[config.mk]
export PLATFORM = sky130hd
export DESIGN_NAME = word_serializer_flat
export DESIGN_NICKNAME = d
export VERILOG_FILES = /design/src/rtl/word_serializer_if.sv /design/src/rtl/word_serializer.sv /design/src/flat_wrapper.sv
export SDC_FILE = /design/constraint.sdc
export NUM_CORES = 1
export LEC_CHECK = 0
export CAP_MARGIN = 20
export CORE_ASPECT_RATIO = 1.1
export CORE_MARGIN = 1.5
export CORE_UTILIZATION = 42
export DETAILED_ROUTE_END_ITERATION = 8
export PLACE_DENSITY = 0.71
export SLEW_MARGIN = 20
export SYNTH_ARGS = -nofsm -noshare
export SYNTH_HDL_FRONTEND = slang
export SYNTH_SLANG_ARGS = --single-unit
[constraint.sdc]
create_clock -name clk -period 1.31 [get_ports clk]
set_input_delay 0.131 -clock clk [delete_from_list [all_inputs] [get_ports clk]]
set_output_delay 0.131 -clock clk [all_outputs]
set_load 0.005 [all_outputs]
[src/rtl/word_serializer_if.sv]
// Handshake and serial-line bundle between an upstream word source and word_serializer.
interface word_serializer_if #(
    parameter int WIDTH = 8
);
    logic [WIDTH-1:0] din;
    logic             din_valid;
    logic             din_ready;
    logic             out;
    logic             out_valid;
    logic             word_done;
    logic             busy;

    modport master (
        output din, din_valid,
        input  din_ready, out, out_valid, word_done, busy
    );

    modport slave (
        input  din, din_valid,
        output din_ready, out, out_valid, word_done, busy
    );
endinterface

[src/rtl/word_serializer.sv]
// Parallel-to-serial stage: WIDTH-bit words in on valid/ready, one bit per clk out.
// Optional trailing even-parity bit when WORD_SERIALIZER_PARITY_EN is defined.
module word_serializer #(
    parameter int   WIDTH     = 8,
    parameter bit   MSB_FIRST = 1'b1,
    parameter logic IDLE_BIT  = 1'b1
) (
    input  logic           clk,
    input  logic           rst_n,
    word_serializer_if.slave bus
);
    localparam int CW = $clog2(WIDTH + 1);
`ifdef WORD_SERIALIZER_PARITY_EN
    localparam int LAST_I = WIDTH;
`else
    localparam int LAST_I = WIDTH - 1;
`endif
    localparam logic [CW-1:0] LAST = CW'(LAST_I);

    typedef enum logic [0:0] {IDLE = 1'b0, SHIFT = 1'b1} state_t;

    state_t           state_r, state_s;
    logic [WIDTH-1:0] shreg_r, shreg_s;
    logic [CW-1:0]    cnt_r, cnt_s;
    logic             out_r, out_s;
    logic             out_valid_r, out_valid_s;
    logic             word_done_r, word_done_s;
    logic             busy_r, busy_s;
    logic             din_ready_r, din_ready_s;
    logic             accept_s;
    logic             last_s;
`ifdef WORD_SERIALIZER_PARITY_EN
    logic             par_r, par_s;
`endif

    function automatic logic head_bit(input logic [WIDTH-1:0] s);
        return MSB_FIRST ? s[WIDTH-1] : s[0];
    endfunction

    function automatic logic [WIDTH-1:0] shift_word(input logic [WIDTH-1:0] s);
        return MSB_FIRST ? {s[WIDTH-2:0], 1'b0} : {1'b0, s[WIDTH-1:1]};
    endfunction

    function automatic logic even_parity(input logic [WIDTH-1:0] w);
        return ^w;
    endfunction

    assign accept_s = bus.din_valid && din_ready_r;
    assign last_s   = (state_r == SHIFT) && (cnt_r == LAST);

    // Next-state, datapath and next-output decode.
    always_comb begin
        state_s     = state_r;
        shreg_s     = shreg_r;
        cnt_s       = cnt_r;
`ifdef WORD_SERIALIZER_PARITY_EN
        par_s       = par_r;
`endif
        out_s       = IDLE_BIT;
        out_valid_s = 1'b0;
        word_done_s = 1'b0;
        busy_s      = 1'b0;
        din_ready_s = 1'b1;

        case (state_r)
            IDLE: begin
                if (accept_s) begin
                    state_s = SHIFT;
                    shreg_s = bus.din;
                    cnt_s   = {CW{1'b0}};
`ifdef WORD_SERIALIZER_PARITY_EN
                    par_s   = even_parity(bus.din);
`endif
                end else begin
                    state_s = IDLE;
                end
            end
            SHIFT: begin
                if (accept_s) begin
                    shreg_s = bus.din;
                    cnt_s   = {CW{1'b0}};
`ifdef WORD_SERIALIZER_PARITY_EN
                    par_s   = even_parity(bus.din);
`endif
                end else if (last_s) begin
                    state_s = IDLE;
                end else begin
                    shreg_s = shift_word(shreg_r);
                    cnt_s   = cnt_r + CW'(1);
                end
            end
            default: begin
                state_s = IDLE;
            end
        endcase

        // Outputs are registered, so they are decoded from the state being entered.
        if (state_s == SHIFT) begin
            busy_s      = 1'b1;
            out_valid_s = 1'b1;
            word_done_s = (cnt_s == LAST);
            din_ready_s = (cnt_s == LAST);
`ifdef WORD_SERIALIZER_PARITY_EN
            out_s       = (cnt_s == CW'(WIDTH)) ? par_s : head_bit(shreg_s);
`else
            out_s       = head_bit(shreg_s);
`endif
        end else begin
            din_ready_s = 1'b1;
        end
    end

    // State, datapath and output registers.
    always_ff @(posedge clk or negedge rst_n) begin
        if (!rst_n) begin
            state_r     <= IDLE;
            shreg_r     <= {WIDTH{1'b0}};
            cnt_r       <= {CW{1'b0}};
`ifdef WORD_SERIALIZER_PARITY_EN
            par_r       <= 1'b0;
`endif
            out_r       <= IDLE_BIT;
            out_valid_r <= 1'b0;
            word_done_r <= 1'b0;
            busy_r      <= 1'b0;
            din_ready_r <= 1'b1;
        end else begin
            state_r     <= state_s;
            shreg_r     <= shreg_s;
            cnt_r       <= cnt_s;
`ifdef WORD_SERIALIZER_PARITY_EN
            par_r       <= par_s;
`endif
            out_r       <= out_s;
            out_valid_r <= out_valid_s;
            word_done_r <= word_done_s;
            busy_r      <= busy_s;
            din_ready_r <= din_ready_s;
        end
    end

    assign bus.out       = out_r;
    assign bus.out_valid = out_valid_r;
    assign bus.word_done = word_done_r;
    assign bus.busy      = busy_r;
    assign bus.din_ready = din_ready_r;
endmodule

[src/flat_wrapper.sv]
// flat-port wrapper written by rule: the top's interface ports become plain ports
module word_serializer_flat 
#(
    parameter int   WIDTH     = 8,
    parameter bit   MSB_FIRST = 1'b1,
    parameter logic IDLE_BIT  = 1'b1
)
  (clk, rst_n, bus_din, bus_din_valid, bus_din_ready, bus_out, bus_out_valid, bus_word_done, bus_busy);
  word_serializer_if #(.WIDTH(WIDTH)) bus_i ();
  input  logic clk;
  input  logic rst_n;
  input wire logic [$bits(bus_i.din)-1:0] bus_din;
  input wire logic [$bits(bus_i.din_valid)-1:0] bus_din_valid;
  output wire logic [$bits(bus_i.din_ready)-1:0] bus_din_ready;
  output wire logic [$bits(bus_i.out)-1:0] bus_out;
  output wire logic [$bits(bus_i.out_valid)-1:0] bus_out_valid;
  output wire logic [$bits(bus_i.word_done)-1:0] bus_word_done;
  output wire logic [$bits(bus_i.busy)-1:0] bus_busy;
  assign bus_i.din = bus_din;
  assign bus_i.din_valid = bus_din_valid;
  assign bus_din_ready = bus_i.din_ready;
  assign bus_out = bus_i.out;
  assign bus_out_valid = bus_i.out_valid;
  assign bus_word_done = bus_i.word_done;
  assign bus_busy = bus_i.busy;
  word_serializer #(.WIDTH(WIDTH), .MSB_FIRST(MSB_FIRST), .IDLE_BIT(IDLE_BIT)) u_core (.clk(clk), .rst_n(rst_n), .bus(bus_i));
endmodule
After elaboration in Yosys (flattened, before gate mapping)
Index checks and enable logic that the tools add are counted.
{ "word_totals": {"register_bits": 17, "latchBits": 0, "ramBits": 0, "romBits": 0, "inputBits": 11, "output_inout_bits": 5, "word_cells": 33, "memories": 0} }
{ "classes": {"addsub": 1, "mul": 0, "div": 0, "order_cmp": 0, "n_eq_ne": 4, "shift": 0, "mux": 16, "bitwise": 1, "reduce_logical": 3} }
{ "ops": {"columns": ["cell", "n"], "rows": [
  ["$mux 8", 3],
  ["$pmux 8 s2", 1],
  ["$mux 4", 3],
  ["$eq 4x3->1 const B", 2],
  ["$pmux 4 s2", 1],
  ["$mux 1", 7],
  ["$add 4x1->4 const B", 1],
  ["$ne 3x3->1 const B", 1],
  ["$logic_and 1x1->1", 2],
  ["$ne 2x1->1 const B", 1],
  ["$pmux 1 s2", 1],
  ["$reduce_and 2->1", 1],
  ["$not 1->1", 1]
]} }

Longest topological paths before layout
{ "depth": {"word_depth": 7, "depth_mapped": 5, "mapped_depth_nobuf": 4} }

Worst setup path before layout
OpenSTA, ideal clock, no wires.
{ "synth_path": {"path_type": "reg-to-reg", "startpoint": "register u_core.cnt_r[0]", "endpoint": "register u_core.din_ready_r (netlist: u_core.bus.din_ready)", "setup_ns": 0.077, "arrival_time_ns": 1.286, "required_ns": 1.233, "path_slack_ns": -0.054, "stages_incl_launch_ff": 5, "path_buffers": 0, "period_less_slack_ns": 1.364, "cell_sequence": "dfrtp_1 -> ha_1 -> a21oi_1 -> or4b_1 -> a31oi_1"} }
{ "synth_between": {"elab_chain_cells": 7, "elab_cells_between_ends": 12, "classes_between": "add/sub (1); eq/ne (2); mux (8); reduce/logical (1)"} }
{ "synth_rtl": {"columns": ["element", "line", "rtl"], "rows": [
  ["start: declaration", "word_serializer.sv:24", "logic [CW-1:0] cnt_r, cnt_s;"],
  ["start signal: assignment", "word_serializer.sv:118", "cnt_r <= {CW{1'b0}};"],
  ["start signal: assignment", "word_serializer.sv:130", "cnt_r <= cnt_s;"],
  ["branches (longest 6 deep; another with $add 4x1->4)", null, null],
  ["$mux 1 *", "word_serializer.sv:98", "if (state_s == SHIFT) begin"],
  ["named net u_core.din_ready_s", "word_serializer.sv:29", "logic din_ready_r, din_ready_s;"],
  ["end signal: assignment", "word_serializer.sv:138", "din_ready_r <= din_ready_s;"],
  ["end: declaration", "word_serializer.sv:29", null]
]} }
Mark *: on every way through the listed nets, which the timed path passes.
A chain may end at the register's enable or synchronous reset.

Worst setup path after layout
{ "layout_path": {"startpoint": "register u_core.cnt_r[1]", "endpoint": "register u_core.din_ready_r (netlist: u_core.bus.din_ready)"} }
Same word-level chain as after synthesis.

==> results.toml <==
[run_status]
status = "complete, but fails checks"
violations = "negative setup slack"

[yosys]
postSynthAreaPerCell_um2 = 9.20
syn_area_um2 = 699
ys_types = 22
ys_ff_latch = 15
yosysTopAreaCellShare_pct = 46.5
yosysSeqAreaShare_pct = 54.0
synthCells = 76
yosysWarnings = 0
synth_async_sr_flop_share_pct = 100
ys.flop_type = "dfrtp_1"
syn_nets = 88
yosys-top-cells-area = "dfrtp_1 47%, dfstp_2 7.5%, a21oi_1 7.2%"
synth_edf_count = 0
post-synth-top-area-cell = "dfrtp_1"

[final_layout]
final_cell_mix = "13 x dfrtp_1, 11 x clkdlybuf4s50_1, 9 x buf_4, 8 x nor2_1, 6 x o21ai_1"
layout.nets = 114
drive_above_1_share_pct = 32.7
final_common_cell = "dfrtp_1"
final_cells = 118
diodes = 0
area_delta_synth_final_pct = 51.9
postLayoutCellArea_um2 = 1060
fin_util_pct = 68.2

[critical_path]
r2r-end = "u_core.bus.din_ready$_DFF_PN1_"
cp_max_fo = 2
cp_slowest_stage_delay_ns = 0.47
path_cells = "ha_4 -> or4b_4 -> a31oi_2"
ff2ff_setup_slack_ns = -0.09
worstSetupPathType = "reg -> reg"
crit_slowest_cell = "or4b_4"
reg2reg_from = "u_core.cnt_r[1]$_DFF_PN0_"
cp.required_ns = 1.52
rr_worst_depth = 3
cp-start-kind = "flip-flop"
cp.arrival_ns = 1.61
endpoint_kind = "flip-flop"
crit_path_start = "u_core.cnt_r[1]$_DFF_PN0_"

[place]
globalplace.congestion = 0.804
io_buffers = 15
post_dp_cell_area_um2 = 923
dp_hpwl_um = 1120
dp_cells = 110
place_ws_ns = -0.0385

[route]
ant_nets = 0
drt_first_pass_iters = 4
num_vias = 678
drt_wl_total_um = 1800
vias_per_cell = 5.75
drt-initial-drc-count = 21
avgRoutedWirePerCell_um = 15.2
drc = 0

[global_route]
grt_max_degree = 11
overflow = 0
antenna_found_initial = 0
grt_pass1_vias = 610
grt_usage_pct = 19.6
grt_first_pass_wirelength_um = 2820

[clock_tree]
cts_tree = "done"
cts.sinks = 15
postCtsHoldBufs = 0
clockBufferDepth = 2
numCtsBuffers = 3
clock_latency_ns = 0.29
cts_max_level = 1
root_buffer = "clkbuf_4"
clkSlewWorstSetupHoldPaths_ns = 0.10

[pwr]
pwr-share-clk_pct = 11.9
combPwrFrac_pct = 51.4
sw_frac_of_total_pct = 37.7
p_switching_w = 0.000865
peakVddDrop_uv = 1240
pwr-share-seq_pct = 36.7
internal_power_w = 0.00143
power_leakage_nw = 0.451
power_density_nw_per_um2 = 2160

[timing]
period_needed_ns = 1.40
period_share_pct = 107
slew_headroom_pct = 75.6
worstMarginPinSlew_ns = 0.364
fin_ws_ns = -0.0880
grt_setup_unrepaired = "true"
drv_slew = 0
clock_skew_ns = 0.0136
max_freq_mhz = 715
setup-violations-final = 5
finalSetupTns_ns = -0.227
finalHoldViolations = 0

[floorplan]
die_area_um2 = 1920
ios = 16
core-area_um2 = 1560
die_x_um = 41.9
rows = 15
start_util_pct = 44.9
die_y_um = 45.8

[run]
maxCapViolations = 0

[min_path]
hp-class = "in -> async"
-- worst max-delay path: cells and delay by family, from the launching register on --
family | cells | cell delay, ns
flip-flops | 1 | 0.42
adder cells (fa/ha/maj) | 1 | 0.28
AND/OR/NAND/NOR | 1 | 0.47
AO/OA/AOI/OAI | 1 | 0.14
-- power by group through the flow --
stage               sequential [W]  combinational (W)  clock [W]
finish                    0.000842            0.00118   0.000273
global route              0.000864            0.00128   0.000289
CTS                       0.000817           0.000995   0.000274
detailed placement        0.000827           0.000929          0
global placement          0.000815           0.000899          0
floorplan                 0.000823           0.000537          0
-- metal layers --
layer	global-route usage, %	part of all wire, %	vias to the layer above
met3	3.57	5.7	4
met4	5.81	1.2	0
met2	32.8	51	31
met5	0	0	-
met1	26.2	42	319
li1	-	-	324
-- repair_timing --
item | 4_1_cts | 5_1_grt
gates resized for setup | 8 | 21
endpoints found under the setup margin | 7 | 12
pin swaps | 2 | 3
buffers inserted | 4 | 0
-- registers in the layout (all words and copies together), names as in the netlist --
name                  flops
u_core.bus.busy           1
u_core.bus.out            1
u_core.bus.word_done      1
u_core.cnt_r              4
u_core.bus.din_ready      1
u_core.shreg_r            7
-- Yosys cell counts, types with 2 or more instances --
library cell  instances
dfrtp_1              13
a21oi_1              10
o21ai_0               9
a31oi_1               8
nor2_1                8
clkbuf_1              5
nand2_1               5
dfstp_2               2
nor3_1                2
or3_1                 2
-- worst max-delay path by stage --
stage / endpoint / cells past startpoint / slack (ns)
after floorplan: u_core.bus.din_ready$_DFF_PN1_ / 3 / -0.02
after global placement: u_core.bus.din_ready$_DFF_PN1_ / 3 / -0.009
after detailed placement: u_core.bus.word_done$_DFF_PN0_ / 4 / -0.04
after CTS: u_core.bus.din_ready$_DFF_PN1_ / 3 / -0.08
after global routing: u_core.bus.din_ready$_DFF_PN1_ / 3 / -0.11
final: u_core.bus.din_ready$_DFF_PN1_ / 3 / -0.09
-- final cells by class --
class / count / area (um^2)
Clock buffer: 3 / 22.5
Clock inverter: 1 / 5.00
Fill cell: 129 / 495
Inverter: 1 / 3.75
Multi-Input combinational cell: 53 / 374
Sequential cell: 15 / 378
Tap cell: 17 / 21.3
Timing Repair Buffer: 28 / 258
-- metrics by stage --
| step | hold slack [ns] | total power (W) |
|---|---|---|
| global route | 0.137 | 0.00243 |
| CTS | 0.120 | 0.00209 |
| finish | 0.104 | 0.00230 |
| floorplan | -0.165 | 0.00136 |
| detailed placement | 0.433 | 0.00176 |
| global placement | 0.433 | 0.00171 |
-- logic make-up after synthesis --
| group | synth area share, % |
|---|---|
| buf+inv | 5.01 |
| flops | 54.0 |
| simple gates | 17.7 |
| fa+ha+maj | 1.79 |
| compound gates | 21.5 |
Power figures use the tool's default switching activity.
